--- src/rtl/alu_pkg.sv ---
// Shared opcode encodings for the ALU datapath.
package alu_pkg;

  localparam logic [2:0] OP_ADD = 3'b000;
  localparam logic [2:0] OP_SUB = 3'b001;
  localparam logic [2:0] OP_MAX = 3'b010;
  localparam logic [2:0] OP_MIN = 3'b011;
  localparam logic [2:0] OP_AND = 3'b100;
  localparam logic [2:0] OP_OR  = 3'b101;
  localparam logic [2:0] OP_XOR = 3'b110;
  localparam logic [2:0] OP_MUL = 3'b111;

endpackage

--- src/rtl/alu_addsub.sv ---
// Combinational signed adder/subtractor with two's-complement overflow detect.
module alu_addsub #(
  parameter int N = 8
) (
  input  logic [N-1:0] a,
  input  logic [N-1:0] b,
  input  logic         sub,
  output logic [N-1:0] sum,
  output logic         ov
);

  logic [N-1:0] b_eff;

  // Subtraction as a + ~b + 1, so one overflow rule covers both cases.
  assign b_eff = sub ? ~b : b;
  assign sum   = a + b_eff + {{(N-1){1'b0}}, sub};
  assign ov    = (a[N-1] == b_eff[N-1]) && (sum[N-1] != a[N-1]);

endmodule

--- src/rtl/alu.sv ---
// Signed nIO-bit ALU with one-cycle registered result and overflow flag.
module alu
  import alu_pkg::*;
#(
  parameter int nIO = 8
) (
  input  logic           clk,
  input  logic           rst,
  input  logic [nIO-1:0] A,
  input  logic [nIO-1:0] B,
  input  logic [2:0]     OP,
  output logic [nIO-1:0] Z,
  output logic           OV
);

  logic [nIO-1:0]         as_sum;
  logic                   as_ov;
  logic                   a_lt_b;
  logic [nIO-1:0]         and_bits;
  logic [nIO-1:0]         or_bits;
  logic [nIO-1:0]         xor_bits;
  logic signed [2*nIO-1:0] prod;
  logic                   mul_ov;
  logic [nIO-1:0]         z_next;
  logic                   ov_next;

  // Only ADD adds; SUB and the MIN/MAX compare all need A-B.
  alu_addsub #(.N(nIO)) u_addsub (
    .a   (A),
    .b   (B),
    .sub (OP != OP_ADD),
    .sum (as_sum),
    .ov  (as_ov)
  );

  // Signed A<B: sign of A-B, flipped when the subtraction overflowed.
  assign a_lt_b = as_sum[nIO-1] ^ as_ov;

  generate
    for (genvar gi = 0; gi < nIO; gi++) begin : g_logic
      assign and_bits[gi] = A[gi] & B[gi];
      assign or_bits[gi]  = A[gi] | B[gi];
      assign xor_bits[gi] = A[gi] ^ B[gi];
    end
  endgenerate

  assign prod = $signed(A) * $signed(B);
  // Product fits iff the top nIO+1 bits are all copies of the sign.
  assign mul_ov = !((&prod[2*nIO-1:nIO-1]) || !(|prod[2*nIO-1:nIO-1]));

  always_comb begin
    z_next  = '0;
    ov_next = 1'b0;
    case (OP)
      OP_ADD, OP_SUB: begin
        z_next  = as_sum;
        ov_next = as_ov;
      end
      OP_MAX:  z_next = a_lt_b ? B : A;
      OP_MIN:  z_next = a_lt_b ? A : B;
      OP_AND:  z_next = and_bits;
      OP_OR:   z_next = or_bits;
      OP_XOR:  z_next = xor_bits;
      OP_MUL: begin
        z_next  = prod[nIO-1:0];
        ov_next = mul_ov;
      end
      default: begin
        z_next  = '0;
        ov_next = 1'b0;
      end
    endcase
  end

  always_ff @(posedge clk or posedge rst) begin
    if (rst) begin
      Z  <= '0;
      OV <= 1'b0;
    end else begin
      Z  <= z_next;
      OV <= ov_next;
    end
  end

endmodule

--- config.mk ---
export PLATFORM = sky130hd
export DESIGN_NAME = alu
export DESIGN_NICKNAME = d
export VERILOG_FILES = /design/src/rtl/alu_pkg.sv /design/src/rtl/alu_addsub.sv /design/src/rtl/alu.sv
export SDC_FILE = /design/constraint.sdc
export NUM_CORES = 1
export LEC_CHECK = 0
export CAP_MARGIN = 10
export CORE_UTILIZATION = 50
export DETAILED_ROUTE_END_ITERATION = 7
export PLACE_DENSITY = 0.7
export SYNTH_ARGS = -nofsm -noshare
export SYNTH_HDL_FRONTEND = slang
export SYNTH_SLANG_ARGS = --single-unit
--- constraint.sdc ---
create_clock -name clk -period 0.8 [get_ports clk]
set_input_delay 0.16 -clock clk [delete_from_list [all_inputs] [get_ports clk]]
set_output_delay 0.16 -clock clk [all_outputs]
set_load 0.02 [all_outputs]
## After elaboration in Yosys (flattened, before gate mapping)

Index checks and enable logic that the tools add are counted.
Widths: inputs -> output; s select.

| word-level totals | value |
|---|---|
| register bits | 9 |
| input port bits | 21 |
| logic and storage cells | 54 |

| cells by class | value |
|---|---|
| $add $sub $neg | 2 |
| multiply operators | 1 |
| eq/ne operators | 9 |
| muxes and demuxes | 5 |
| bitwise logic cells | 26 |
| reduce and logical (&&, ||, !) cells | 9 |

Operators with widths:

| cell | number |
|---|---|
| $pmux 8 s7 | 1 |
| $mux 8 | 3 |
| $mul 8x8->16 | 1 |
| $eq 3x3->1 const B | 4 |
| $reduce_and 9->1 | 1 |
| $reduce_or 9->1 | 1 |
| $xor 1x1->1 | 9 |
| $add 8x1->8 | 1 |
| $add 8x8->8 | 1 |
| $and 1x1->1 | 8 |
| $not 8->8 | 1 |
| $or 1x1->1 | 8 |
| $eq 3x2->1 const B | 2 |
| $eq 3x1->1 const B | 1 |
| $logic_not 3->1 | 1 |
| $reduce_bool 3->1 | 1 |
| $logic_not 1->1 | 2 |
| $pmux 1 s2 | 1 |
| $reduce_or 2->1 | 1 |
| $eq 1x1->1 | 1 |
| $logic_and 1x1->1 | 1 |
| $logic_or 1x1->1 | 1 |
| $ne 1x1->1 | 1 |

## Longest topological paths before layout

Gate-level depths: netlist (run 1).

| depth | value |
|---|---|
| depth after elaboration | 9 |
| depth in mapped cells | 19 |

## Hierarchy

A second synthesis (run 1) with hierarchy kept.

| second synthesis, totals | value |
|---|---|
| cells, all modules | 472 |
| area total of the unflattened synthesis | 3,866.2 µm² |

By module, submodules not included:

| module | instances | cells an instance | area an instance (µm²) | sequential area each (µm²) |
|---|---|---|---|---|
| alu | 1 | 423 | 3,455.8 | 225.2 |
| alu_addsub | 1 | 49 | 410.4 | 0.0 |

## Least setup slack after synthesis (run 1)

No wires, ideal clock.

| timing path | value |
|---|---|
| kind | input -> register |
| from | input port A[7] |
| to | register OV |
| arrival | 4,741 ps |
| path slack | -4,040 ps |
| stages on the path | 16 |
| path buffers | 1 |
| cells stage by stage | clkbuf_1 > inv_1 > nor2_1 > inv_1 > fa_1 > fa_1 > fa_1 > fa_1 > inv_1 > ha_1 > or4_4 > o221a_4 > or4b_1 > nand4b_1 > nor4_1 > a311oi_1 |

| between the ends | value |
|---|---|
| word-level cells in the longest chain between the ends | 6 |
| elaborated cells between the ends (all ways) | 12 |
| classes of those cells | add/sub (2); mul (1); eq/ne (2); mux (1); reduce/logical (6) |

RTL lines:

| what | RTL line | source |
|---|---|---|
| start, declared | alu.sv:9 | `input logic [nIO-1:0] A,` |
| $mul 8x8->16 | alu.sv:47 | `assign prod = $signed(A) * $signed(B);` |
| $reduce_or 9->1 | alu.sv:49 | `assign mul_ov = !((&prod[2*nIO-1:nIO-1]) \|\| !(\|prod[2*nIO-1:nIO-1]));` |
| $logic_not 1->1 | alu.sv:49 |  |
| $logic_or 1x1->1 | alu.sv:49 |  |
| $logic_not 1->1 | alu.sv:49 |  |
| $pmux 1 s2 * | alu.sv:54 | `case (OP)` |
| named net ov_next | alu.sv:25 | `logic ov_next;` |
| end signal, assigned | alu.sv:81 | `OV <= ov_next;` |
| end, declared | alu.sv:13 | `output logic OV` |

The timed path passes the listed nets; every way through them passes the cells marked *.

## Final worst setup path (run 1)

| timing path | value |
|---|---|
| from | input port A[4] |
| to | register OV |

Same word-level chain as after synthesis.

==> metrics.txt, run 1 <==
fin. max-slew vios=0; maximum vdd drop=around 2.4 mV; critical path, cell by cell=buf_6 -> ha_1 -> inv_1 -> fa_1 -> fa_1 -> fa_1 -> fa_1 -> inv_1 -> ha_4 -> nand3_2 -> o211a_1 -> nor2b_1 -> xor2_1 -> or4_4 -> nor4b_4 -> a311oi_1; CP endpoint kind=flip-flop; DRT Wirelength=14.2 mm; CTS tree=built; H-tree lvl count=1; fmax=between 200 and 250 MHz; placed inst area=5260 sq um; syn nets=600; CTS Buf Count=3; dpl hpwl=between 9 and 10 mm; NumNets Final=764; CP Launch Type=input port; commonest cells after routing, fill and taps aside=buf_4, inv_1, fa_1; die area=8210 sq um; Power Total=17,400 uW; Placement Rows=31; antenna cells=0; DRC=0; Rel. slew slack=0.710; Worst EP arrival=4.54 ns; Avg Inst Size Synth=8.35 sq um; worst hold path type=input port to async pin; Clk pwr share=0.035; global-route wire length before repair=20.9 mm; CP peak stage delay=0.58 ns; P per Cell Area=2780 nW/um^2; synthesized area=3930 sq um; Netlist cell types=57; Root Driver=clkbuf_8; Total GRT Usage=0.325; WHS=approximately 0.22 ns; internal power=9020 uW; initial antenna violation count=0; CP most frequent cell=fa_1; worst slew pin tran=0.432 ns; Post-synth EDFFs=0; TritonRoute pass-1 iters=7; critical path class=input port to flip-flop; leakage power=0.00297 uW; buffers added on ports=29; starting density of the core=0.530; GPL Wtd Cong=0.942; die width=approximately 91 um; clock buffer depth=2; Post-DRT Antenna Nets=0; MaxCap Viol Count=0; Top FF cell, synth=dfrtp_1; final hold violations=0; vias in the first global route=4,408; vias per cell=5.67; Final period util=5.52; hold-fix buffer count after cts=0; commonest non-fill, non-tap cell in the layout=buf_4; YS warnings=0; # IOs=30; outcome=finished with violations; via count=slightly above 4,000; crit path time final=about 4.4 ns; sequential fraction of the synthesis area=0.0574; GR Overflow Total=0; synthesis-to-finish area growth=59.4%; Slowest-stage cell, CP=fa_1; post-place setup slack=-4.31 ns; initial detailed-routing violation count=235; Final WS setup=-3.62 ns; Max FO, Critical Path=5; final setup TNS=-23.58 ns; unrepaired setup endpoints after global routing=yes; Worst-path clk slew=0.07 ns; final setup vio count=18; Switching Power=8370 uW; Synth Register Bits=9; share of layout cells above drive strength 1=0.490; crit path from=A[4]; pin count of the biggest net entering global routing=35; Core Area=around 7400 sq um; Seq pwr share=0.034; Syn Inst Count=470; Gate power share=0.931; violated checks=setup timing; Die Ht=90.6 um; clock tree sinks=9; WL per Instance=19.3 um; ys async rst share=1.00; WP data required=roughly 0.9 ns; post-layout instance area=between 6000 and 7000 sq um; switch share=0.482
-- cell type report --
cell class / count / area (sq um)
sequential: 9 / 225
timing repair buffer: 176 / 1590
inverter: 100 / 423
clock buffer: 4 / 45.0
tap: 99 / 124
fill: 362 / 1150
multi-input combinational: 344 / 3850
-- routing by layer --
layer  vias to the layer above  share of wire  global-route usage
met1                      2050           0.37               0.384
met5                         -              0                   0
met3                        61          0.059              0.0446
met4                         0          0.057               0.165
li1                       1839              -                   -
met2                       203           0.51               0.575
-- critical path: cells and delay by family --
| family | cells | cell delay [ns] |
|---|---|---|
| adders and majority gates | 6 | 2.57 |
| and+or+nand+nor | 4 | 0.98 |
| AOI/OAI and AO/OA | 2 | 0.38 |
| buffers and inverters | 3 | 0.28 |
| xor gates and xnor gates | 1 | 0.16 |
-- worst max-delay path by stage --
stage / endpoint / cells after the start / slack [ns]
floorplan: OV / 16 / -3.51
global placement: OV / 17 / -4.17
detailed placement: OV / 20 / -4.31
CTS: OV / 18 / -3.60
global route: OV / 16 / -3.84
finish: OV / 16 / -3.62
-- state kept, by name (all words and copies together), names as in the netlist --
| signal | cells |
|---|---|
| Z | 8 |
| OV | 1 |
-- cells by family after synthesis --
kind of cell	share of synthesized area
flip-flops	0.0574
AO/OA/AOI/OAI	0.127
buffers and inverters	0.120
XOR/XNOR	0.0672
multiplexers	0.0249
adder cells (fa/ha/maj)	0.456
AND/OR/NAND/NOR	0.147
-- cells in the mapped netlist (all sizes together) (2+ instances only) --
library cell | count | area [sq um]
nand2 | 54 | 203
o21a | 2 | 15.0
xor2 | 7 | 61.3
nand4b | 2 | 17.5
nand3 | 8 | 40.0
a21o | 4 | 30.0
xnor2 | 21 | 203
a31oi | 7 | 43.8
a21oi | 23 | 115
mux2 | 2 | 22.5
nor2b | 4 | 27.5
a311oi | 2 | 17.5
clkbuf | 15 | 86.3
or3 | 2 | 12.5
nor2 | 38 | 143
o21ai | 14 | 70.1
mux4 | 2 | 45.0
nand2b | 5 | 31.3
buf | 2 | 10.0
or4 | 4 | 37.5
fa | 57 | 1140
mux2i | 3 | 30.0
dfrtp | 9 | 225
ha | 52 | 651
nor3 | 3 | 20.0
o211ai | 4 | 30.0
inv | 99 | 372
a22oi | 2 | 15.0
-- power groups by stage --
| stage | clock [uW] | combinational [uW] | sequential (uW) |
|---|---|---|---|
| finish | 612 | 16200 | 594 |
| global route | 611 | 17400 | 599 |
| CTS | 598 | 13800 | 592 |
| detailed placement | 0 | 12600 | 581 |
| global placement | 0 | 12000 | 576 |
| floorplan | 0 | 8490 | 691 |
-- metrics by stage --
step / utilization / instances
after global placement: 0.710 / 686
after global routing: 0.845 / 732
after detailed placement: 0.710 / 686
after CTS: 0.782 / 722
final: 0.845 / 732
after floorplan: - / 470
-- what timing repair did --
item                                    in CTS  in global routing
endpoints found under the setup margin      18                 18
resized for setup                          200                116
endpoints found under the hold margin        0                  0
pin swaps                                   61                 74
setup buffers                               34                 16
cloned                                       0                  0
Power figures use the tool's default switching activity.
==> run 2, diff against run 1 <==
--- a/config.mk
+++ b/config.mk
@@ -5,7 +5,9 @@
 export SDC_FILE = /design/constraint.sdc
 export NUM_CORES = 1
 export LEC_CHECK = 0
+export ABC_CLOCK_PERIOD_IN_PS = 800
 export CAP_MARGIN = 10
+export CORE_MARGIN = 10
 export CORE_UTILIZATION = 50
 export DETAILED_ROUTE_END_ITERATION = 7
 export PLACE_DENSITY = 0.7
==> run 2 against run 1 <==
Net effect:
- the run still ends with setup timing left
- flip-flop and latch count unchanged
- worst hold slack improved by 0.0099 ns
- cell area shrank 4.2%
- first-iteration DRC count down 14%
- critical endpoint unchanged
- highest routed layer is now met5
- largest power group unchanged
==> metrics.txt, run 2 (synthesized netlist as in run 1, its figures left out) <==
MaxCap Viol Count=0; GR Overflow Total=0; layout filler cell count=487; fin. max-slew vios=0; pin count of the biggest net entering global routing=35; outcome=finished with violations; largest registers=Z x8, OV x1; area of the multi-input gates=3770 sq um; leakage power=0.00286 uW; Final WS setup=-3.55 ns; crit path time final=about 4.3 ns; final hold violations=0; hold-fix buffer count after cts=0; Max FO, Critical Path=5; starting density of the core=0.511; GPL Wtd Cong=0.945; WHS=0.231 ns; violated checks=setup timing; Root Driver=clkbuf_8; CTS Buf Count=3; initial antenna violation count=1; post-layout instance area=6000 sq um; DRC=0; Core Area=7690 sq um; fmax=230 MHz; Placement Rows=32; TritonRoute pass-1 iters=5; clock buffer depth=2; worst hold path type=input port to async pin; register name with the most flops=Z; via count=3,922; die width=109 um; clock tree sinks=9; die area=11,800 sq um; worst slew pin tran=0.450 ns; Worst-path clk slew=0.06 ns; CTS tree=built; WP data required=roughly 0.92 ns; dpl hpwl=9.68 mm; Worst EP arrival=between 4 and 5 ns; Total GRT Usage=0.215; global-route wire length before repair=20.3 mm; placed inst area=5240 sq um; initial detailed-routing violation count=202; antenna cells=0; synthesis-to-finish area growth=52.7%; Final period util=5.44; commonest cells after routing, fill and taps aside=buf_4, inv_1, fa_1; NumNets Final=754; Core Util, Final=0.780; buffers added on ports=29; commonest non-fill, non-tap cell in the layout=buf_4; Largest register FFs=8; maximum vdd drop=2.15 mV; unrepaired setup endpoints after global routing=yes; critical path class=input port to flip-flop; vias per cell=5.41; final setup TNS=-22.90 ns; share of layout cells above drive strength 1=0.461; Post-DRT Antenna Nets=0; # IOs=30; Rel. slew slack=0.698; CP endpoint kind=flip-flop; DRT Wirelength=12.9 mm; CP Launch Type=input port; P per Cell Area=2660 nW/um^2; final setup vio count=18; Reg area=225 sq um; Die Ht=109 um; WL per Instance=17.9 um; vias in the first global route=4,215; H-tree lvl count=1
run 2: changes by cell type in the layout (fill, tap and decap cells not counted), sizes merged:
cell and change:
buf -12, clkbuf +3, clkdlybuf4s15 -1
run 2: final cells by class:
type,instances,area share
Timing Repair Buffer,166,0.236
Multi-Input combinational cell,344,0.629
Clock buffer,4,0.00751
Inverter,100,0.0680
Sequential cell,9,0.0376
Tap cell,102,0.0213
run 2: timing repair:
item | 4_1_cts | 5_1_grt
pin swaps | 61 | 50
endpoints found under the setup margin | 18 | 18
setup buffers | 23 | 14
resized for setup | 204 | 65
run 2: per-layer routing:
metal	wire (um)	vias to the layer above	part of all wire	GRT usage
met2	6910	130	0.53	0.394
li1	-	1816	-	-
met5	15	-	0.0012	0
met4	380	2	0.029	0.0678
met1	4970	1942	0.38	0.256
met3	671	32	0.052	0.0265
run 2: report_power, final:
| part | internal (uW) | switching, uW | total, uW |
|---|---|---|---|
| combinational | 7540 | 7200 | 14700 |
| clock | 351 | 244 | 595 |
| sequential | 544 | 43.7 | 588 |
run 2: metrics by stage:
stage,worst slack [ns],power (uW),instances
4_1_cts,-3.61,14800,713
5_1_grt,-3.70,17300,725
3_3_place_gp,-4.14,12600,687
6_report,-3.55,15900,725
2_1_floorplan,-3.51,9180,470
3_5_place_dp,-4.27,13000,687
run 2: worst max-delay path: stages:
cell	delay [ns]
buf_2	0.10
buf_6	0.13
buf_4	0.14
nand2_4	0.07
inv_1	0.06
ha_4	0.30
inv_1	0.06
fa_1	0.51
fa_1	0.53
fa_1	0.54
inv_1	0.06
ha_4	0.29
nand3_2	0.08
o211a_1	0.22
nor2b_1	0.13
xor2_1	0.15
or4_4	0.53
nor4b_4	0.28
a311oi_1	0.11
run 2: worst paths after layout:
path	to	slack, ns	from
setup / recovery	OV	-3.55	A[7]
min in group clk	Z[0]	0.54	OP[2]
hold / removal	OV	0.23	rst
max in group asynchronous	Z[6]	0.45	rst
